## src/rtl/fifo_wr_arbiter.sv

```systemverilog
// fifo_wr_arbiter: round-robin, burst-bounded sharing of one FIFO write port.
// Ports:
//   clk, rst      clock and synchronous active-high reset
//   req           per-requester write request (held with stable data until acked)
//   req_data      requester i data in bits [i*DATA_W +: DATA_W]
//   ack           one-hot write acknowledge to the current owner
//   fifo_wr_enb   FIFO write enable (never asserted while fifo_full is high)
//   fifo_wr_data  FIFO write data, zero when not writing
//   fifo_full     FIFO full flag
//   grant_id      current owner, valid while busy
//   busy          high while a burst is granted
// Optional (macro FIFO_WR_ARBITER_STALL_CNT_EN):
//   stall_cnt     saturating count of cycles the owner was blocked by fifo_full
//   stall_clr     clears stall_cnt, wins over increment
module fifo_wr_arbiter #(
    parameter int N_REQ     = 4,
    parameter int DATA_W    = 8,
    parameter int MAX_BURST = 4
) (
    input  logic                       clk,
    input  logic                       rst,
    input  logic [N_REQ-1:0]           req,
    input  logic [N_REQ*DATA_W-1:0]    req_data,
    output logic [N_REQ-1:0]           ack,
    output logic                       fifo_wr_enb,
    output logic [DATA_W-1:0]          fifo_wr_data,
    input  logic                       fifo_full,
    output logic [$clog2(N_REQ)-1:0]   grant_id,
    output logic                       busy
`ifdef FIFO_WR_ARBITER_STALL_CNT_EN
    ,
    output logic [15:0]                stall_cnt,
    input  logic                       stall_clr
`endif
);
    localparam int GW = $clog2(N_REQ);
    localparam int BW = $clog2(MAX_BURST) + 1;

    typedef enum logic {IDLE, BURST} state_t;

    state_t         r_state;
    state_t         w_next;
    logic [GW-1:0]  r_grant;
    logic [GW-1:0]  r_last;
    logic [BW-1:0]  r_beat;
    logic [GW-1:0]  w_win;
    logic           w_owner_req;
    logic           w_write;
    logic           w_end;

    assign w_owner_req = req[r_grant];
    // Gated by rst so a burst interrupted by reset never writes in the reset cycle.
    assign w_write     = ~rst & (r_state == BURST) & w_owner_req & ~fifo_full;
    assign w_end       = (r_state == BURST) &
                         (~w_owner_req | (w_write & (r_beat == BW'(MAX_BURST - 1))));

    // Scan from last_grant+N down to last_grant+1 so the nearest requester wins.
    always_comb begin
        w_win = '0;
        for (int i = N_REQ; i >= 1; i--) begin
            if (req[GW'((int'(r_last) + i) % N_REQ)]) w_win = GW'((int'(r_last) + i) % N_REQ);
        end
    end

    always_ff @(posedge clk) begin
        if (rst) begin
            r_state <= IDLE;
            r_grant <= '0;
            r_last  <= GW'(N_REQ - 1);
            r_beat  <= '0;
        end else begin
            r_state <= w_next;
            if (r_state == IDLE && |req) begin
                r_grant <= w_win;
                r_beat  <= '0;
            end else if (w_end) begin
                r_last  <= r_grant;
                r_beat  <= '0;
            end else if (w_write) begin
                r_beat  <= r_beat + 1'b1;
            end
        end
    end

    always_comb begin
        w_next = r_state;
        if (r_state == IDLE) w_next = |req ? BURST : IDLE;
        else                 w_next = w_end ? IDLE : BURST;
    end

    always_comb begin
        ack          = w_write ? N_REQ'(1) << r_grant : '0;
        fifo_wr_enb  = w_write;
        fifo_wr_data = w_write ? req_data[r_grant*DATA_W +: DATA_W] : '0;
        grant_id     = r_grant;
        busy         = (r_state == BURST);
    end

`ifdef FIFO_WR_ARBITER_STALL_CNT_EN
    logic [15:0] r_stall_cnt;

    always_ff @(posedge clk) begin
        if (rst || stall_clr)
            r_stall_cnt <= '0;
        else if (r_state == BURST && w_owner_req && fifo_full && r_stall_cnt != 16'hFFFF)
            r_stall_cnt <= r_stall_cnt + 16'd1;
    end

    assign stall_cnt = r_stall_cnt;
`endif

endmodule

```

## config.mk

```make
export PLATFORM = sky130hd
export DESIGN_NAME = fifo_wr_arbiter
export DESIGN_NICKNAME = d
export VERILOG_FILES = /design/src/rtl/fifo_wr_arbiter.sv
export SDC_FILE = /design/constraint.sdc
export NUM_CORES = 1
export LEC_CHECK = 0
export ABC_CLOCK_PERIOD_IN_PS = 3400
export CAP_MARGIN = 10
export CORE_MARGIN = 2
export CORE_UTILIZATION = 38
export DETAILED_ROUTE_END_ITERATION = 6
export MAX_ROUTING_LAYER = met4
export PLACE_DENSITY = 0.84
export SETUP_SLACK_MARGIN = 0.15
export SLEW_MARGIN = 40
export SYNTH_ARGS = -nofsm -noshare
export SYNTH_HDL_FRONTEND = slang
export SYNTH_SLANG_ARGS = --single-unit
```

## constraint.sdc

```tcl
create_clock -name clk -period 3.4 [get_ports clk]
set_clock_uncertainty 0.1 [all_clocks]
set_input_delay 0.68 -clock clk [delete_from_list [all_inputs] [get_ports clk]]
set_output_delay 0.68 -clock clk [all_outputs]
set_load 0.02 [all_outputs]
```

; Word level (Yosys, flattened, before mapping)
; Cells that the tools add are included.
[word_totals]
output_inout_bits = 16
ff_bits = 8
romBits = 0
mem_bits_rw = 0
n_memories = 0
latchBits = 0
inputBits = 39
[op_classes]
order_cmp = 5
eq_ne = 1
n_bitwise = 11
addsub = 5
shift = 2
reduce_logical = 4
n_div = 0
n_mul = 0
n_mux = 23
[ops]
columns = operator, count
row1 = $shiftx 32x6->8, 1
row2 = $lt 2x4->1 const B, 4
row3 = $mux 1, 12
row4 = $bmux 1 s2, 5
row5 = $mux 2, 4
row6 = $mux 8, 1
row7 = $and 1x1->1, 5
row8 = $not 1->1, 5
row9 = $add 2x1->2 const B, 2
row10 = $add 2x2->2 const B, 2
row11 = $mux 4, 1
row12 = $reduce_or 4->1, 1
row13 = $shl 1x2->4 const A, 1
row14 = $add 3x1->3 const B, 1
row15 = $eq 3x2->1 const B, 1
row16 = $lt 2x3->1 const B, 1
row17 = $reduce_or 3->1, 1
row18 = $reduce_and 2->1, 1
row19 = $logic_and 1x1->1, 1
row20 = $or 1x1->1, 1

; Longest topological paths before layout
; Gate-level depths: netlist (run 1).
[depth]
ltp_word = 9
depth_mapped = 6
ltp_nobuf = 6

; Least setup slack after synthesis (run 1)
; Ideal clock, no wire load.
[synth_path]
path_type = input to output
start = input port rst
end = output port fifo_wr_data[0]
cell_stages = 5
t_required_ps = 2620
path_slack_ps = 729
arrival_time_ps = 1891
cell_sequence = buf_6 -> or4b_1 -> o32a_2 -> buf_6 -> and2b_1
[synth_between]
elab_chain_cells = 5
[synth_lines]
columns = item, line_no
row1 = start: declaration, 21  ; input logic rst,
row2 = $not 1->1, 53  ; assign w_write = ~rst & (r_state == BURST) & w_owner_req & ~fifo_full;
row3 = $and 1x1->1 (3 in series), 53
row4 = $mux 8, 94  ; fifo_wr_data = w_write ? req_data[r_grant*DATA_W +: DATA_W] : '0;
row5 = end: declaration, 26  ; output logic [DATA_W-1:0] fifo_wr_data,
; Every way passes these cells.

; Worst setup path after layout (run 1)
[layout_path]
start = input port req[2]
end = output port ack[2]
[layout_between]
elab_chain_cells = 5
[layout_lines]
columns = item, line_no
row1 = start: declaration, 22  ; input logic [N_REQ-1:0] req,
row2 = $bmux 1 s2, 51  ; assign w_owner_req = req[r_grant];
row3 = $mux 1 (not written as such), 51
row4 = $and 1x1->1 (2 in series), 53
row5 = $mux 4, 92  ; ack = w_write ? N_REQ'(1) << r_grant : '0;
row6 = end: declaration, 24  ; output logic [N_REQ-1:0] ack,
; Every way passes these cells. The select of a mux whose other input is x is not followed.

==> run metrics, run 1 <==
Hold Vio Cnt, Final 0; CP startpoint req[2]; syn_nets between 100 and 150; gr usage total a little over a fifth; number of synthesized flops with an enable pin 0; first-pass GRT wire length about 4200 µm; Synth area leaders mux4_2 24%, dfxtp_1 19%, and2b_1 7.2%; number of global-route vias before repair around 900; clk buf depth 2; initial antenna violation count 0; pre-CTS setup slack -126 ps; cells after synthesis 87; worst reg2reg path depth 5; P_leak 0.000604 µW; biggest area consumer among synthesized cells mux4_2; hold path start r_beat[1]; period utilization 92.6%; worst hold margin just over 400 ps; final WL 2680 µm; Worst EP required ~2600 ps; outcome finished, final reports clean; most common cell after layout, fill and taps aside clkdlybuf4s50_1; worst r2r src busy; row count 16; clk slew on worst S/H paths around 50 ps; CP max-delay cell clkdlybuf4s50_1; fmax about 320 MHz; Slew HR approximately 75%; Nets between 150 and 200; Die H between 50 and 60 µm; ant diodes 0; critical path type input port to output port; worst setup margin ~250 ps; CP dominant cell by count clkdlybuf4s50_1; CTS sink cnt 8; Final GP Congestion 0.869; ys async rst share 0%; dpl hpwl about 2100 µm; initial drt markers 18; drt pass-1 iters 4; pwr dens around 240 nW/µm²; crit-path max FO 6; peak supply drop approximately 0.24 mV; placed inst area around 1500 µm²; TNS Setup 0 ps; Mean Syn Cell Area between 9 and 10 µm²; Worst Hold Depth 2; Area Growth Syn to Fin 71.2%; Hold/Removal Path Class flop to flop; startpoint types input port; die area 2590 µm²; PortBufs 54; Worst-Margin Slew approximately 380 ps; crit-path cells clkdlybuf4s50_1 -> buf_4 -> mux2_2 -> nand3_1 -> nor3_1 -> clkdlybuf4s50_1; Synth cell types 38; share of cells above drive strength 1 about 25%; htree depth 1; max-slew violations 0; Worst EP arrival 2370 ps; core region area roughly 2000 µm²; unrepaired setup endpoints after global routing no; cell area after layout between 1000 and 1500 µm²; CTS tree done; latest clock arrival within the worst-skew pair approximately 250 ps; Vias/cell about 5.2; Final ANT Viol Nets 0; register bit total from synthesis 8; via count between 900 and 1k; total CTS buffers 3; clk root buf clkbuf_4; Final min period approximately 3100 ps; Post-CTS Setup Repair Bufs 0; main flop type after synthesis dfxtp_1; Congestion Overflow GR 0; drt drc 0; Initial Util about two fifths; Ys Warns 0; sequential share of the synthesized area between 10% and 20%; Worst R2R End r_beat[2]; flop2flop setup slack about 1500 ps; most frequent cells in the layout 43 x clkdlybuf4s50_1, 11 x buf_4, 9 x mux4_2; IO Count 55; Hold Crit Endpoint r_beat[1]; final setup fails 0; mapped cell area roughly 840 µm²; max-cap violations 0; Worst path max stage delay ~630 ps; fill count about 170; largest net degree at the start of global routing 16; CP endpoint kind output port; DR WL/cell 15.2 µm; Synth top area share between 20% and 30%; Die Wd just over 50 µm
==> power by group <==
group          switching (µW)  total [µW]  internal [µW]
logic                    60.9         165            104
registers                10.4         111            100
clock network            30.2        70.5           40.2
==> Yosys cell counts, types with 2 or more instances <==
cell type and count:
o21ai_0 3, dfxtp_1 8, inv_1 6, a21oi_1 3, nand2b_1 3, nand2_1 3
mux4_2 9, buf_6 2, nor2b_1 2, and2b_1 8, ha_1 2, buf_2 2
clkbuf_1 2, nor3_1 2, mux2i_1 3, nor2_1 7
==> critical path: cells and delay by family <==
family / cells / cell delay [ps]
buf+inv: 3 / 1260
simple gates: 2 / 270
mux: 1 / 160
==> worst max path at each step <==
| stage | end | slack (ps) |
|---|---|---|
| floorplan | fifo_wr_data[0] | 730 |
| global placement | fifo_wr_data[3] | -90 |
| detailed placement | fifo_wr_data[1] | -130 |
| CTS | fifo_wr_data[1] | 140 |
| global route | ack[2] | 160 |
| finish | ack[2] | 250 |
==> stage by stage <==
step           utilization (%)  total power [µW]  cells
2_1_floorplan                -               199     87
3_3_place_gp              71.9               275    173
3_5_place_dp              71.9               279    173
4_1_cts                   72.5               352    176
5_1_grt                   70.9               368    176
6_report                  70.9               346    176
==> registers in the layout, indices dropped and copies added, names as in the netlist <==
name and cells:
r_last 2, r_beat 3, grant_id 2, busy 1
==> timing repair <==
| item | CTS | global route |
|---|---|---|
| gates resized for setup | 13 | 14 |
| setup endpoints to repair | 11 | 8 |
| hold buffers | 0 | 0 |
==> logic make-up after synthesis <==
family | Yosys count | synth area share, %
flip-flops | 8 | 19.1
XOR/XNOR | 1 | 1.05
buffers and inverters | 12 | 7.47
multiplexers | 13 | 29.1
adder cells (fa/ha/maj) | 2 | 2.99
AO/OA/AOI/OAI | 18 | 16.9
AND/OR/NAND/NOR | 33 | 23.3
==> per-layer routing <==
metal | vias to the layer above | GRT usage, % | share of wire (%)
met2 | 46 | 34.6 | 46
met5 | - | - | 0
li1 | 456 | - | -
met3 | 4 | 3.22 | 8.4
met1 | 415 | 27.7 | 44
met4 | 0 | 10.4 | 1.1
==> layout make-up <==
cell class | instances | area, µm² | share of cell area (%)
Tap cell | 27 | 33.8 | 2.36
Multi-Input combinational cell | 67 | 614 | 42.9
Clock buffer | 3 | 22.5 | 1.57
Sequential cell | 8 | 160 | 11.2
Inverter | 6 | 22.5 | 1.57
Timing Repair Buffer | 65 | 579 | 40.4
Power figures use the tool's default switching activity.
==> run 2: changes to the inputs <==
==> constraint.sdc (replaced) <==
create_clock -name clk -period 3.4 [get_ports clk]
set_clock_uncertainty 0.1 [all_clocks]
set_input_delay 0.85 -clock clk [delete_from_list [all_inputs] [get_ports clk]]
set_output_delay 0.85 -clock clk [all_outputs]
set_load 0.02 [all_outputs]
==> run 2 against run 1 <==
Effect of this change: design area increased by 4.5%; worst setup slack got worse by 81 ps; fmax decreased by 2.5%; sequential power about the same; via count increased by 8.3%; combinational power increased by 10%; critical path depth unchanged; sequential share of layout area decreased by 0.49 points; largest cell class unchanged.
==> run metrics, run 2 (synthesis gave the netlist of run 1 again) <==
core region area 2020 µm² (unchanged); Final GP Congestion 0.796 (-8.3%); Slew HR 75.1% (+0.27 points); DR WL/cell 16.6 µm (+8.9%); cell area after layout 1500 µm² (+4.5%); Die Wd 50.9 µm (unchanged); Worst EP arrival 2280 ps (-90 ps); final WL 2970 µm (+11%); Area Growth Syn to Fin 78.9%; CP endpoint kind output port; worst reg2reg path depth 5 (unchanged); Worst-Margin Slew 372 ps (-4.03 ps); unrepaired setup endpoints after global routing yes; sequential share of power 29.8% (-2.2 points); drt drc 0 (unchanged); outcome finished, final reports clean; latest clock arrival within the worst-skew pair 260 ps (about the same); clk root buf clkbuf_4; ant diodes 0 (unchanged); clk slew on worst S/H paths 50 ps (about the same); largest net degree at the start of global routing 17 (+1); most common cell after layout, fill and taps aside clkdlybuf4s50_1; hold path start r_beat[1]; max-cap violations 0 (unchanged); period utilization 95.0% (+2.4 points); Post-Route Utilization 74.1% (+3.2 points); dpl hpwl 2270 µm (+6.1%); Hold Vio Cnt, Final 0 (unchanged); die area 2590 µm² (unchanged); total CTS buffers 3 (unchanged); Vias/cell 5.57 (+6.4%); post-cts hold buffer count 0 (unchanged); htree depth 1 (unchanged); worst r2r src busy; fmax 310 MHz (-2.5%); Worst EP required 2450 ps (-170 ps); Initial Util 41.4% (unchanged); Final ANT Viol Nets 0 (unchanged); Internal Pwr Total 254 µW (+4.1%); Largest register FFs 3 (unchanged); Die H 50.9 µm (unchanged); switching power total 113 µW (+11%); critical path type input port to output port; initial antenna violation count 0 (unchanged); Top reg by flops r_beat; final setup fails 0 (unchanged); max-slew violations 0 (unchanged); CTS sink cnt 8 (unchanged); startpoint types input port; gr usage total 24.9% (+2.9 points); Comb power frac 49.6% (+2.0 points); Worst Hold Depth 2 (unchanged); PortBufs 54 (unchanged); number of global-route vias before repair 964 (+8.4%); initial drt markers 27 (+9); via count 997 (+8.3%); most frequent cells in the layout 39 x clkdlybuf4s50_1, 15 x buf_4, 9 x mux4_2, 8 x and2b_1, 8 x dfxtp_1; Hold/Removal Path Class flop to flop; IO Count 55 (unchanged); Final min period 3230 ps (+80.8 ps); P_leak 0.000633 µW (+4.8%); crit-path max FO 4 (-2); CP startpoint rst; Nets 195 (+1.6%); pwr dens 245 nW/µm² (+1.5%); drt pass-1 iters 4 (unchanged); clock share of power 20.6% (+0.2 points); placed inst area 1480 µm² (+1.9%); clk buf depth 2 (unchanged); first-pass GRT wire length 4590 µm (+10%); row count 16 (unchanged); CTS tree done; share of cells above drive strength 1 30.3% (+5.4 points); switch share 30.7% (+1.3 points); peak supply drop 0.232 mV (-1.7%); Congestion Overflow GR 0 (unchanged)
run 2: cell count changes in the layout (fill, tap and decap cells not counted), sizes merged:
| cell | previous run | this run |
|---|---|---|
| clkdlybuf4s50 | 43 | 39 |
| o32a | 1 | 2 |
| buf | 11 | 21 |
| clkbuf | 11 | 6 |
| clkdlybuf4s15 | 0 | 1 |
run 2: layer usage:
| layer | global-route usage (%) | vias to the layer above | part of all wire (%) |
|---|---|---|---|
| met1 | 29.1 | 457 | 40 |
| met2 | 41.3 | 70 | 48 |
| li1 | - | 467 | - |
| met5 | - | - | 0 |
| met4 | 12.2 | 0 | 1.3 |
| met3 | 4.09 | 3 | 11 |
run 2: area by class of cell:
class	instances	area, µm²
tap	27	33.8
sequential	8	160
timing repair buffer	67	599
fill	133	524
inverter	6	22.5
multi-input combinational	68	659
clock buffer	3	22.5
run 2: through the flow:
stage	TNS (ps)	cells	worst slack, ps	power (µW)	hold WS [ps]
4_1_cts	0	179	163	370	429
3_3_place_gp	-4150	175	-427	283	383
2_1_floorplan	0	87	389	199	368
5_1_grt	0	179	95.2	387	461
6_report	0	179	172	367	420
3_5_place_dp	-4750	175	-482	288	411
run 2: worst paths after layout:
path                to  slack (ps)
max reg2reg  r_beat[2]        1480
min reg2reg  r_beat[1]         420
max             ack[1]         170
min          r_beat[1]         420
run 2: repair_timing:
item | 4_1_cts | 5_1_grt
buffers inserted | 0 | 0
gates resized for setup | 45 | 10
endpoints found under the setup margin | 13 | 8
cloned | 1 | 0
pin swaps | 0 | 0
run 2: power groups by stage:
stage	clock network (µW)	logic, µW	registers, µW
detailed placement	0	177	111
floorplan	0	87.7	112
CTS	80.2	181	109
finish	75.4	182	109
global placement	0	173	110
global route	82.6	193	111
run 2: critical path, stage by stage:
cell,delay (ps)
dlygate4sd2_1,270
or2_1,300
buf_4,160
or2_2,270
nor2_1,100
clkdlybuf4s15_1,320
==> run 3: changes to the inputs <==
--- a/config.mk
+++ b/config.mk
@@ -13,6 +13,7 @@
 export MAX_ROUTING_LAYER = met4
 export PLACE_DENSITY = 0.84
 export SETUP_SLACK_MARGIN = 0.15
+export SKIP_CTS_REPAIR_TIMING = 1
 export SLEW_MARGIN = 40
 export SYNTH_ARGS = -nofsm -noshare
 export SYNTH_HDL_FRONTEND = slang
==> run 3 against run 2 <==
Effect of this change: non-clock buffer count unchanged; sequential power is essentially flat; die area stayed put; power fell by 0.20%; via count up 1.1%; global-route usage fell by 1.4 points; design area rose by 1.4%; critical path depth shrank 1; critical path type unchanged; largest cell class unchanged; highest routed layer unchanged.
==> run metrics, run 3 (synthesis gave the netlist of run 1 again) <==
ant diodes 0 (unchanged); core region area 2020 µm² (unchanged); final setup fails 0 (unchanged); Worst EP arrival 2300 ps (+20 ps); flop2flop setup slack 1450 ps (-30 ps); period utilization 95.5% (+0.50 points); clk root buf clkbuf_4; final cell count without fillers 179 (unchanged); fmax 308 MHz (-0.53%); IO Count 55 (unchanged); Worst Hold Depth 2 (unchanged); share of cells above drive strength 1 27.6% (-2.6 points); Initial Util 41.4% (unchanged); initial antenna violation count 0 (unchanged); dpl hpwl 2270 µm (unchanged); drt drc 0 (unchanged); row count 16 (unchanged); Worst-Margin Slew 368 ps (-4.57 ps); crit-path max FO 5 (+1); cell count after placement 175 (unchanged); CTS sink cnt 8 (unchanged); gr usage total 23.5% (-1.4 points); startpoint types input port; Hold/Removal Path Class flop to flop; critical path type input port to output port; total CTS buffers 3 (unchanged); CTS tree done; htree depth 1 (unchanged); peak supply drop 0.231 mV (-0.60%); largest net degree at the start of global routing 17 (unchanged); number of global-route vias before repair 938 (-2.7%); via count 1008 (+1.1%); clk buf depth 2 (unchanged); most frequent cells in the layout 39 x clkdlybuf4s50_1, 15 x buf_4, 9 x mux4_2, 8 x and2b_1, 8 x dfxtp_1; max-cap violations 0 (unchanged); final WL 3040 µm (+2.4%); CP endpoint kind output port; worst setup margin 154 ps (-17.1 ps); drt pass-1 iters 4 (unchanged); Final ANT Viol Nets 0 (unchanged); max-slew violations 0 (unchanged); Area Growth Syn to Fin 81.5%; pre-CTS setup slack -482 ps (unchanged); Top reg by flops r_beat; worst reg2reg path depth 5 (unchanged); Worst EP required 2450 ps (about the same); PortBufs 54 (unchanged); Die Wd 50.9 µm (unchanged); latest clock arrival within the worst-skew pair 260 ps (about the same); clk slew on worst S/H paths 50 ps (about the same); outcome finished, final reports clean; Die H 50.9 µm (unchanged); Largest register FFs 3 (unchanged); worst hold margin 420 ps (-0.00100 ps); pwr dens 241 nW/µm² (-1.6%); Slew HR 74.8% (-0.36 points); most common cell after layout, fill and taps aside clkdlybuf4s50_1; P_leak 0.000723 µW (+14%); Post-Route Utilization 75.1% (+1.1 points); Final min period 3250 ps (+17.1 ps); Congestion Overflow GR 0 (unchanged); DR WL/cell 17.0 µm (+2.4%); Final GP Congestion 0.796 (unchanged); Vias/cell 5.63 (+1.1%); first-pass GRT wire length 4370 µm (-4.8%); die area 2590 µm² (unchanged); initial drt markers 15 (-44%); Hold Vio Cnt, Final 0 (unchanged); unrepaired setup endpoints after global routing yes; Nets 195 (unchanged)
run 3: changes by cell type in the layout (fill, tap and decap cells not counted):
cell and delta:
dlygate4sd2_1 -3, clkbuf_2 +1, buf_2 -4, mux2i_2 -1
clkdlybuf4s15_1 -1, dlymetal6s2s_1 +7, o32a_4 -1, o32a_2 +1
mux2i_1 +1
run 3: path summary, 6_finish.rpt:
kind,from,end
worst min-delay path,r_beat[1],r_beat[1]
worst min register to register,r_beat[1],r_beat[1]
worst max-delay path,req[3],fifo_wr_data[3]
worst max register to register,busy,r_beat[2]
run 3: final cells by class:
cell class	instances	area (µm²)
clock buffer	3	22.5
fill	136	503
inverter	6	22.5
multi-input combinational	68	644
sequential	8	160
tap	27	33.8
timing repair buffer	67	636
run 3: metrics by stage:
step	cell area (µm²)	power, µW	TNS [ps]
floorplan	837	199	0
global placement	1480	283	-4150
detailed placement	1480	288	-4750
CTS	1500	367	-4830
global route	1520	386	0
finish	1520	366	0
run 3: worst max-delay path, cell delays in order:
cell	delay, ps
clkdlybuf4s50_1	480
mux2i_1	140
o32a_2	450
and2b_1	220
buf_2	160
run 3: report_power, final:
part	total, µW	switching, µW	internal [µW]
Combinational	181	68.2	113
Clock	75.5	34.9	40.6
Sequential	109	8.98	100
Total	366	112	254
run 3: routing by layer:
layer / global-route usage (%) / vias to the layer above / routed length, µm
li1: - / 467 / -
met1: 29.0 / 486 / 1310
met2: 38.3 / 52 / 1460
met3: 2.92 / 3 / 229
met4: 10.8 / 0 / 38
met5: - / - / 0
